File: config.mk
export PLATFORM = sky130hd
export DESIGN_NAME = mul_accumulator
export DESIGN_NICKNAME = d
export VERILOG_FILES = /design/src/rtl/mul_accumulator.sv
export SDC_FILE = /design/constraint.sdc
export NUM_CORES = 1
export LEC_CHECK = 0
export ABC_AREA = 1
export BUFFER_PORTS_ARGS = -buffer_cell sky130_fd_sc_hd__buf_4
export CAP_MARGIN = 20
export CORE_MARGIN = 2
export CORE_UTILIZATION = 55
export CTS_BUF_LIST = sky130_fd_sc_hd__clkbuf_8
export DETAILED_ROUTE_END_ITERATION = 12
export GPL_TIMING_DRIVEN = 1
export PLACE_DENSITY_LB_ADDON = 0.3
export SKIP_LAST_GASP = 1
export SYNTH_ARGS = -nofsm -noshare
export SYNTH_HDL_FRONTEND = slang
export SYNTH_SLANG_ARGS = --single-unit
File: constraint.sdc
create_clock -name CLK -period 3.5 [get_ports CLK]
set_clock_uncertainty 0.15 [all_clocks]
set_input_delay 0.175 -clock CLK [delete_from_list [all_inputs] [get_ports CLK]]
set_output_delay 0.175 -clock CLK [all_outputs]
set_load 0.01 [all_outputs]
File: src/rtl/mul_accumulator.sv
// mul_accumulator
//   Collects N_TERMS products from the shift-add multiplier stage into a
//   saturating sum and hands the sum downstream over a valid/ready handshake.
//   A product is taken once per rising edge of prod_valid, however long the
//   level is held.
//
// Ports
//   CLK         in   1       system clock, rising edge
//   reset       in   1       asynchronous, active-high reset
//   prod_in     in   PROD_W  unsigned product from the multiplier
//   prod_valid  in   1       multiplier out_valid (level)
//   clear       in   1       synchronous abort of the sum in progress
//   sum_out     out  ACC_W   accumulated sum, stable while sum_valid=1
//   sum_valid   out  1       sum available
//   sum_ready   in   1       downstream accepts the sum
//   count_out   out  CNT_W   products accumulated in the current sum
//   overflow    out  1       sum saturated (sticky until accepted/cleared)
module mul_accumulator #(
  parameter int unsigned PROD_W  = 16,
  parameter int unsigned ACC_W   = 24,
  parameter int unsigned N_TERMS = 4,
  localparam int unsigned CNT_W  = $clog2(N_TERMS + 1)
) (
  input  logic              CLK,
  input  logic              reset,
  input  logic [PROD_W-1:0] prod_in,
  input  logic              prod_valid,
  input  logic              clear,
  output logic [ACC_W-1:0]  sum_out,
  output logic              sum_valid,
  input  logic              sum_ready,
  output logic [CNT_W-1:0]  count_out,
  output logic              overflow
);

  // One extra bit above the accumulator catches the carry used for saturation.
  localparam int unsigned SUM_W = ACC_W + 1;

  typedef enum logic {
    ST_ACCUM = 1'b0,
    ST_HOLD  = 1'b1
  } state_t;

  state_t             state;
  state_t             state_nxt;
  logic [ACC_W-1:0]   acc;
  logic [ACC_W-1:0]   acc_nxt;
  logic [CNT_W-1:0]   count;
  logic [CNT_W-1:0]   count_nxt;
  logic               ovf;
  logic               ovf_nxt;
  logic               valid;
  logic               valid_nxt;
  logic               prev_valid;

  logic               capture;
  logic [SUM_W-1:0]   add_res;
  logic [CNT_W-1:0]   count_inc;

  // Rising edge of the multiplier's valid level is the only capture event.
  assign capture   = prod_valid & ~prev_valid;
  assign add_res   = {1'b0, acc} + SUM_W'(prod_in);
  assign count_inc = count + CNT_W'(1);

  // State register.
  always_ff @(posedge CLK or posedge reset) begin
    if (reset) begin
      state <= ST_ACCUM;
    end else begin
      state <= state_nxt;
    end
  end

  // Next-state and next-datapath values.
  always_comb begin
    state_nxt = state;
    acc_nxt   = acc;
    count_nxt = count;
    ovf_nxt   = ovf;
    valid_nxt = valid;

    if (clear) begin
      // Abort wins over everything but reset; a coincident capture is lost.
      state_nxt = ST_ACCUM;
      acc_nxt   = '0;
      count_nxt = '0;
      ovf_nxt   = 1'b0;
      valid_nxt = 1'b0;
    end else begin
      case (state)
        ST_ACCUM: begin
          if (capture) begin
            if (add_res[ACC_W]) begin
              acc_nxt = '1;
              ovf_nxt = 1'b1;
            end else begin
              acc_nxt = add_res[ACC_W-1:0];
            end
            count_nxt = count_inc;
            if (count_inc == CNT_W'(N_TERMS)) begin
              state_nxt = ST_HOLD;
              valid_nxt = 1'b1;
            end
          end
        end
        ST_HOLD: begin
          // Captures are dropped here, including one coincident with the accept.
          if (sum_ready) begin
            state_nxt = ST_ACCUM;
            acc_nxt   = '0;
            count_nxt = '0;
            ovf_nxt   = 1'b0;
            valid_nxt = 1'b0;
          end
        end
        default: begin
          state_nxt = ST_ACCUM;
        end
      endcase
    end
  end

  // Datapath registers; prev_valid tracks the input in every state.
  always_ff @(posedge CLK or posedge reset) begin
    if (reset) begin
      acc        <= '0;
      count      <= '0;
      ovf        <= 1'b0;
      valid      <= 1'b0;
      prev_valid <= 1'b0;
    end else begin
      acc        <= acc_nxt;
      count      <= count_nxt;
      ovf        <= ovf_nxt;
      valid      <= valid_nxt;
      prev_valid <= prod_valid;
    end
  end

  assign sum_out   = acc;
  assign sum_valid = valid;
  assign count_out = count;
  assign overflow  = ovf;

endmodule

==> results by group, run 1 <==
Drt
  • Routed len/inst: roughly 12 um
  • Drt first pass iters: 4
  • Total DRC errors in the routed layout: 0
  • Via count: between 2000 and 3000
  • Total Wirelength: approximately 7 mm
  • Number of DRC markers in iteration 0: about 150
  • DR vias/cell: between 4 and 5
  • Final ANT Viol Nets: 0

Finish
  • Filler cells: around 500
  • Antenna cells: 0
  • FF/Latch Area: 776 um^2
  • Layout cells sized above 1: 0.186
  • Post-route cell area: roughly 3400 um^2
  • Net count, final: between 500 and 600
  • Non-Filler Instances: around 570
  • Multi-input logic area: approximately 1800 um^2
  • Area Growth Syn to Fin: 19.4%

Setup path
  • Cell repeated most along the worst path: nand2_1
  • Slowest cell delay on critical path: around 0.44 ns
  • Crit path capture type: register
  • Critical Path AT: around 2.4 ns
  • Setup CP Type: register to register
  • Crit start category: register
  • R2R cell count: 10
  • CP Cell Sequence: ha_1 -> fa_1 -> nand2_1 -> nand2_1 -> nand3_2 -> nand2_4 -> nand3_1 -> o21ai_1 -> o21ai_0 -> nand2_1
  • Slowest CP cell: fa_1
  • Worst Path Max Fanout: 11
  • Worst EP required: 3.54 ns

STA
  • Period utilization: 0.680
  • Slew HR: 0.422
  • Fin. Hold Viols: 0
  • F_max: approximately 420 MHz
  • Final worst path period need: about 2.4 ns
  • Max-slew violations: 0
  • Tightest Pin Transition: between 0.8 and 0.9 ns
  • Hold slack final: just over 0.07 ns
  • Setup TNS: 0 ns
  • Final worst setup slack: ~1.1 ns
  • RSZ-0062 raised after global routing: no
  • Endpoints failing setup: 0

Global routing
  • Pin count of the biggest net entering global routing: 32
  • Vias in the first global route: ~2500
  • Global-route usage over all layers: 0.258
  • Gr ovfl total: 0
  • First-pass GRT wire length: around 11 mm
  • Antenna violations before repair: 0

Synth
  • Top cell type's share of synthesized area: 0.275
  • Synth Area in Adders: 0.0870
  • Largest area contributor in the netlist: dfrtp_1
  • Syn Inst Count: 440
  • Post-synthesis mux area share: 0
  • Synth area leaders: dfrtp_1, nand2_1, inv_1
  • Post-synthesis simple-gate area fraction: 0.438
  • Ys Warns: 0
  • Avg Inst Size Synth: approximately 6.4 um^2
  • Synth Area in Compound Gates: 0.0710
  • Seq/Total Area, Yosys: 0.275
  • Synth cell types: 34
  • Largest family of logic cells by synthesized area: simple AND/OR/NAND/NOR gates
  • Synthesized Nets: 480
  • Post-Syn Area: 2820 um^2
  • XOR/XNOR share of the synthesized area: 0.0311
  • FF+latch count, synth: 31

Placement
  • GP Congestion: just over 0.9
  • Buffers on Ports: 49
  • Dpl cells: about 560
  • DP HPWL: between 5 and 6 mm
  • Pre-CTS WS: 1.14 ns
  • Placed Area: roughly 3300 um^2

Die
  • Die outline width: between 70 and 80 um
  • Die footprint: between 5000 and 6000 um^2
  • Initial Util: 0.563
  • Row count: 26
  • CORE AREA: roughly 5000 um^2
  • Die Y: 75.6 um
  • I/O pin total: 50

CTS
  • CTS tree: done
  • Post-CTS sizing: 0
  • TritonCTS buffer count: 5
  • Clock transition at the registers of the reported paths: roughly 0.080 ns
  • CTS sink cnt: 31
  • CTS root buf: clkbuf_8
  • Max clock buf depth: 2
  • H-tree Lvls: 2
  • Worst skew pair latency: about 0.30 ns

Power and ir drop
  • Pwr dens: between 300 and 400 nW/um^2
  • Peak supply drop: approximately 0.00019 V
  • LEAKAGE: 0.00201 uW

Run
  • Max Cap Violations: 0

Worst hold path
  • Worst Hold Depth: 4
  • Worst min path class: primary input to register

Status
  • Outcome: complete, no violations
[per-layer routing]
| metal | up-vias | global-route usage | wire length, um |
|---|---|---|---|
| li1 | 1475 | - | - |
| met1 | 1246 | 0.354 | 3290 |
| met2 | 75 | 0.411 | 3150 |
| met3 | 12 | 0.0423 | 318 |
| met4 | 0 | 0.0955 | 146 |
| met5 | - | 0 | 0 |
[cells by family after synthesis]
group | after synthesis
adder cells (fa/ha/maj) | 19
flip-flops | 31
XOR/XNOR | 10
AND/OR/NAND/NOR | 275
AO/OA/AOI/OAI | 35
buffers and inverters | 70
[through the flow]
stage	utilization	total power, uW
2_1_floorplan	-	645
3_3_place_gp	0.650	748
3_5_place_dp	0.650	753
4_1_cts	0.672	1060
5_1_grt	0.672	1130
6_report	0.672	1060
[worst max-delay path: cells and delay by family, from the launching register on]
family / cells / cell delay (ns)
adders and majority gates: 2 / 0.67
DFF: 1 / 0.41
AOI/OAI and AO/OA: 2 / 0.54
and+or+nand+nor: 6 / 0.51
[final timing paths]
kind                       startpoint            to  slack (ns)
setup reg to reg           sum_out[0]   sum_out[10]        1.12
hold reg to reg             sum_valid     sum_valid        0.35
min in group asynchronous       reset    sum_out[8]        0.38
hold / removal                  clear  count_out[0]        0.07
setup / recovery           sum_out[0]   sum_out[10]        1.12
max in group asynchronous       reset   sum_out[16]        2.53
[state kept, by name, summed over array words and instances (netlist names)]
signal,cells
overflow,1
count_out,3
sum_valid,1
sum_out,24
state,1
prev_valid,1
[cells in the mapped netlist]
cell / instances
nand2_1: 178
inv_1: 61
nor2_1: 33
dfrtp_1: 31
nand3_1: 25
ha_1: 18
o21ai_1: 12
a21oi_1: 11
nand3_2: 11
xor2_1: 9
nand4_1: 6
nand2_2: 5
nand2_4: 4
o21ai_0: 4
a21oi_2: 3
inv_2: 3
nor2_2: 3
and2_1: 2
clkbuf_1: 2
nand3b_1: 2
nor2_4: 2
nor3_1: 2
o21a_1: 2
a21o_1: 1
a22o_1: 1
and2_4: 1
buf_1: 1
buf_2: 1
buf_4: 1
buf_6: 1
fa_1: 1
o21bai_1: 1
or2_2: 1
xnor2_1: 1
[final cells by class]
cell class,instances,share of cell area
clock inverter,3,0.00706
timing repair buffer,53,0.120
sequential,31,0.230
tap,70,0.0260
inverter,64,0.0713
clock buffer,5,0.0204
multi-input combinational,339,0.525
[where the power goes]
group          internal [uW]  total, uW  switching (uW)
registers                378        397            18.4
clock network            142        310             168
logic                    137        352             216
[cells in the final DEF (no fill, tap or decap), drive strengths merged, types with 2 or more instances in the layout]
cell / n
and2: 3
o21a: 2
o21ai: 16
nor2: 38
buf: 51
a21oi: 14
dfrtp: 31
nand4: 6
nand3: 36
nor3: 2
xor2: 9
inv: 65
nand3b: 2
clkbuf: 5
dlygate4sd3: 2
clkinvlp: 2
nand2: 187
ha: 18
[repair_timing]
item,CTS,global route
hold buffers,2,0
buffers inserted,0,0
hold endpoints to repair,32,0
(Power assumes the default switching activity.)
==> inputs of run 2 (changes only) <==
Clock period 3.5 ns to 2.2 ns, I/O delays scaled along.
==> run 2 against run 1 <==
Against the previous run: core utilization increased by 2.1 points; final area increased by 3.2%; cell count increased by 1.6%; sequential power increased by 59%; first-iteration DRC count increased by 19%; largest power group unchanged.
==> results by group, run 2 (synthesis gave the netlist of run 1 again) <==
CTS
  • Clock transition at the registers of the reported paths: 0.08 ns (about the same)
  • H-tree Lvls: 2 (unchanged)
  • TritonCTS buffer count: 5 (unchanged)
  • CTS tree: done
  • CTS sink cnt: 31 (unchanged)
  • Post-CTS Repair Setup Buffers: 0 (unchanged)
  • Worst skew pair latency: 0.30 ns (about the same)
  • CTS root buf: clkbuf_8
  • Max clock buf depth: 2 (unchanged)

STA
  • Tightest Pin Transition: 0.398 ns (-0.463 ns)
  • Hold slack final: 0.00733 ns (-0.0635 ns)
  • Slew HR: 0.735 (+0.313)
  • Max-slew violations: 0 (unchanged)
  • Period utilization: 0.946 (+0.267)
  • Endpoints failing setup: 0 (unchanged)
  • F_max: 480 MHz (+14%)
  • Setup TNS: 0 ns (unchanged)
  • Final worst path period need: 2.08 ns (-0.297 ns)
  • Final worst setup slack: 0.118 ns (-1.00 ns)
  • Fin. Hold Viols: 0 (unchanged)

Die
  • I/O pin total: 50 (unchanged)
  • Die outline width: 75.6 um (unchanged)
  • Die footprint: 5710 um^2 (unchanged)
  • Row count: 26 (unchanged)
  • Die Y: 75.6 um (unchanged)
  • CORE AREA: 5010 um^2 (unchanged)
  • Initial Util: 0.563 (unchanged)

Power and ir drop
  • Clock share of power: 0.283 (-0.010)
  • Switching share of power: 0.378 (-0.00138)
  • Int Power: 1060 uW (+61%)
  • LEAKAGE: 0.00205 uW (+1.8%)
  • Pwr dens: 491 nW/um^2 (+56%)
  • Switching pwr: 645 uW (+61%)
  • Comb pwr share: 0.347 (+0.014)
  • Peak supply drop: 0.000358 V (+85%)
  • Part of the power in registers: 0.370 (-0.005)

Placement
  • Buffers on Ports: 49 (unchanged)
  • Pre-CTS WS: 0.0244 ns (-1.11 ns)
  • Dpl cells: 564 (+1.6%)
  • DP HPWL: 5.46 mm (+1.6%)
  • GP Congestion: 0.901 (-0.85%)

Setup path
  • Setup CP Type: register to register
  • Flop2flop setup slack: 0.12 ns (-1.00 ns)
  • Crit start category: register
  • Critical Path AT: 2.11 ns (-0.31 ns)
  • Cell repeated most along the worst path: nand2_1
  • Slowest CP cell: dfrtp_1
  • Worst EP required: 2.23 ns (-1.31 ns)
  • Worst Path Max Fanout: 12 (+1)
  • WP buf/inv: 0 (unchanged)
  • R2R cell count: 12 (+2)
  • Crit path capture type: register
  • Top delay family on crit path: simple AND/OR/NAND/NOR gates
  • Slowest cell delay on critical path: 0.39 ns (-0.05 ns)
  • CP Cell Sequence: ha_1 -> fa_2 -> nand2_1 -> nand2_1 -> nand3_2 -> nand2_4 -> nand2_4 -> nand2_4 -> nand2_8 -> nand2_1 -> o21ai_1 -> nand2_1
  • Critical Path Stages: 12 (+2)

Finish
  • Antenna cells: 0 (unchanged)
  • Net count, final: 543 (+1.7%)
  • Most common cell after layout, fill and taps aside: nand2_1
  • Layout cells sized above 1: 0.212 (+0.0264)
  • Non-Filler Instances: 574 (+1.6%)
  • Area Growth Syn to Fin: 23.2%
  • Max FFs per register: 24 (unchanged)
  • Most frequent cells in the layout: nand2_1, inv_1, buf_4

Run
  • Max Cap Violations: 0 (unchanged)

Drt
  • Number of DRC markers in iteration 0: 184 (+19%)
  • Final ANT Viol Nets: 0 (unchanged)
  • Via count: 2852 (+1.6%)
  • Drt first pass iters: 5 (+1)
  • DR vias/cell: 4.97 (about the same)
  • Routed len/inst: 12.5 um (+1.9%)
  • Total DRC errors in the routed layout: 0 (unchanged)
  • Total Wirelength: 7.15 mm (+3.6%)

Worst hold path
  • Worst Hold Depth: 4 (unchanged)
  • Worst min path class: primary input to register

Global routing
  • Gr ovfl total: 0 (unchanged)
  • Antenna violations before repair: 0 (unchanged)
  • Vias in the first global route: 2574 (+3.2%)
  • First-pass GRT wire length: 11.5 mm (+2.6%)
  • Global-route usage over all layers: 0.267 (+0.00843)
  • Pin count of the biggest net entering global routing: 32 (unchanged)

Status
  • Outcome: complete, no violations
[run 2: worst register-to-register path, cell delays in order (launching register included)]
cell and delay, ns:
dfrtp_1 0.39, ha_1 0.21, fa_2 0.34, nand2_1 0.07, nand2_1 0.08, nand3_2 0.11
nand2_4 0.07, nand2_4 0.07, nand2_4 0.08, nand2_8 0.15, nand2_1 0.07, o21ai_1 0.11
nand2_1 0.06
[run 2: cell type report]
cell class / count / area, um^2
timing repair buffer: 62 / 474
clock inverter: 3 / 25.0
inverter: 64 / 240
multi-input combinational: 339 / 1800
tap: 70 / 87.6
sequential: 31 / 776
clock buffer: 5 / 68.8
fill: 468 / 1540
[run 2: path summary, 6_finish.rpt]
path                       startpoint            to
min                             clear  count_out[0]
max reg2reg                sum_out[0]   sum_out[14]
min in group asynchronous       reset    sum_out[8]
min reg2reg                 sum_valid     sum_valid
max in group asynchronous       reset   sum_out[22]
max                        sum_out[0]   sum_out[14]
[run 2: power groups by stage]
stage | registers, uW | clock network (uW) | logic, uW
floorplan | 653 | 0 | 372
global placement | 640 | 0 | 565
detailed placement | 642 | 0 | 570
CTS | 631 | 496 | 576
global route | 636 | 515 | 662
finish | 631 | 483 | 592
[run 2: what timing repair did]
action,4_1_cts,5_1_grt
hold buffers,2,0
resized for setup,0,9
setup endpoints to repair,0,23
hold endpoints to repair,32,0
[run 2: per-layer routing]
layer	vias up	GRT usage	routed length, um
met5	-	0	0
met4	0	0.0897	159
met3	12	0.0463	352
met2	83	0.422	3220
met1	1265	0.370	3410
li1	1492	-	-
[run 2: per-stage QoR]
stage               total power, uW   util  instance area [um^2]
global route                   1810  0.693                  3470
finish                         1710  0.693                  3470
detailed placement             1210  0.663                  3320
floorplan                      1030      -                  2820
CTS                            1700  0.686                  3440
global placement               1210  0.663                  3320
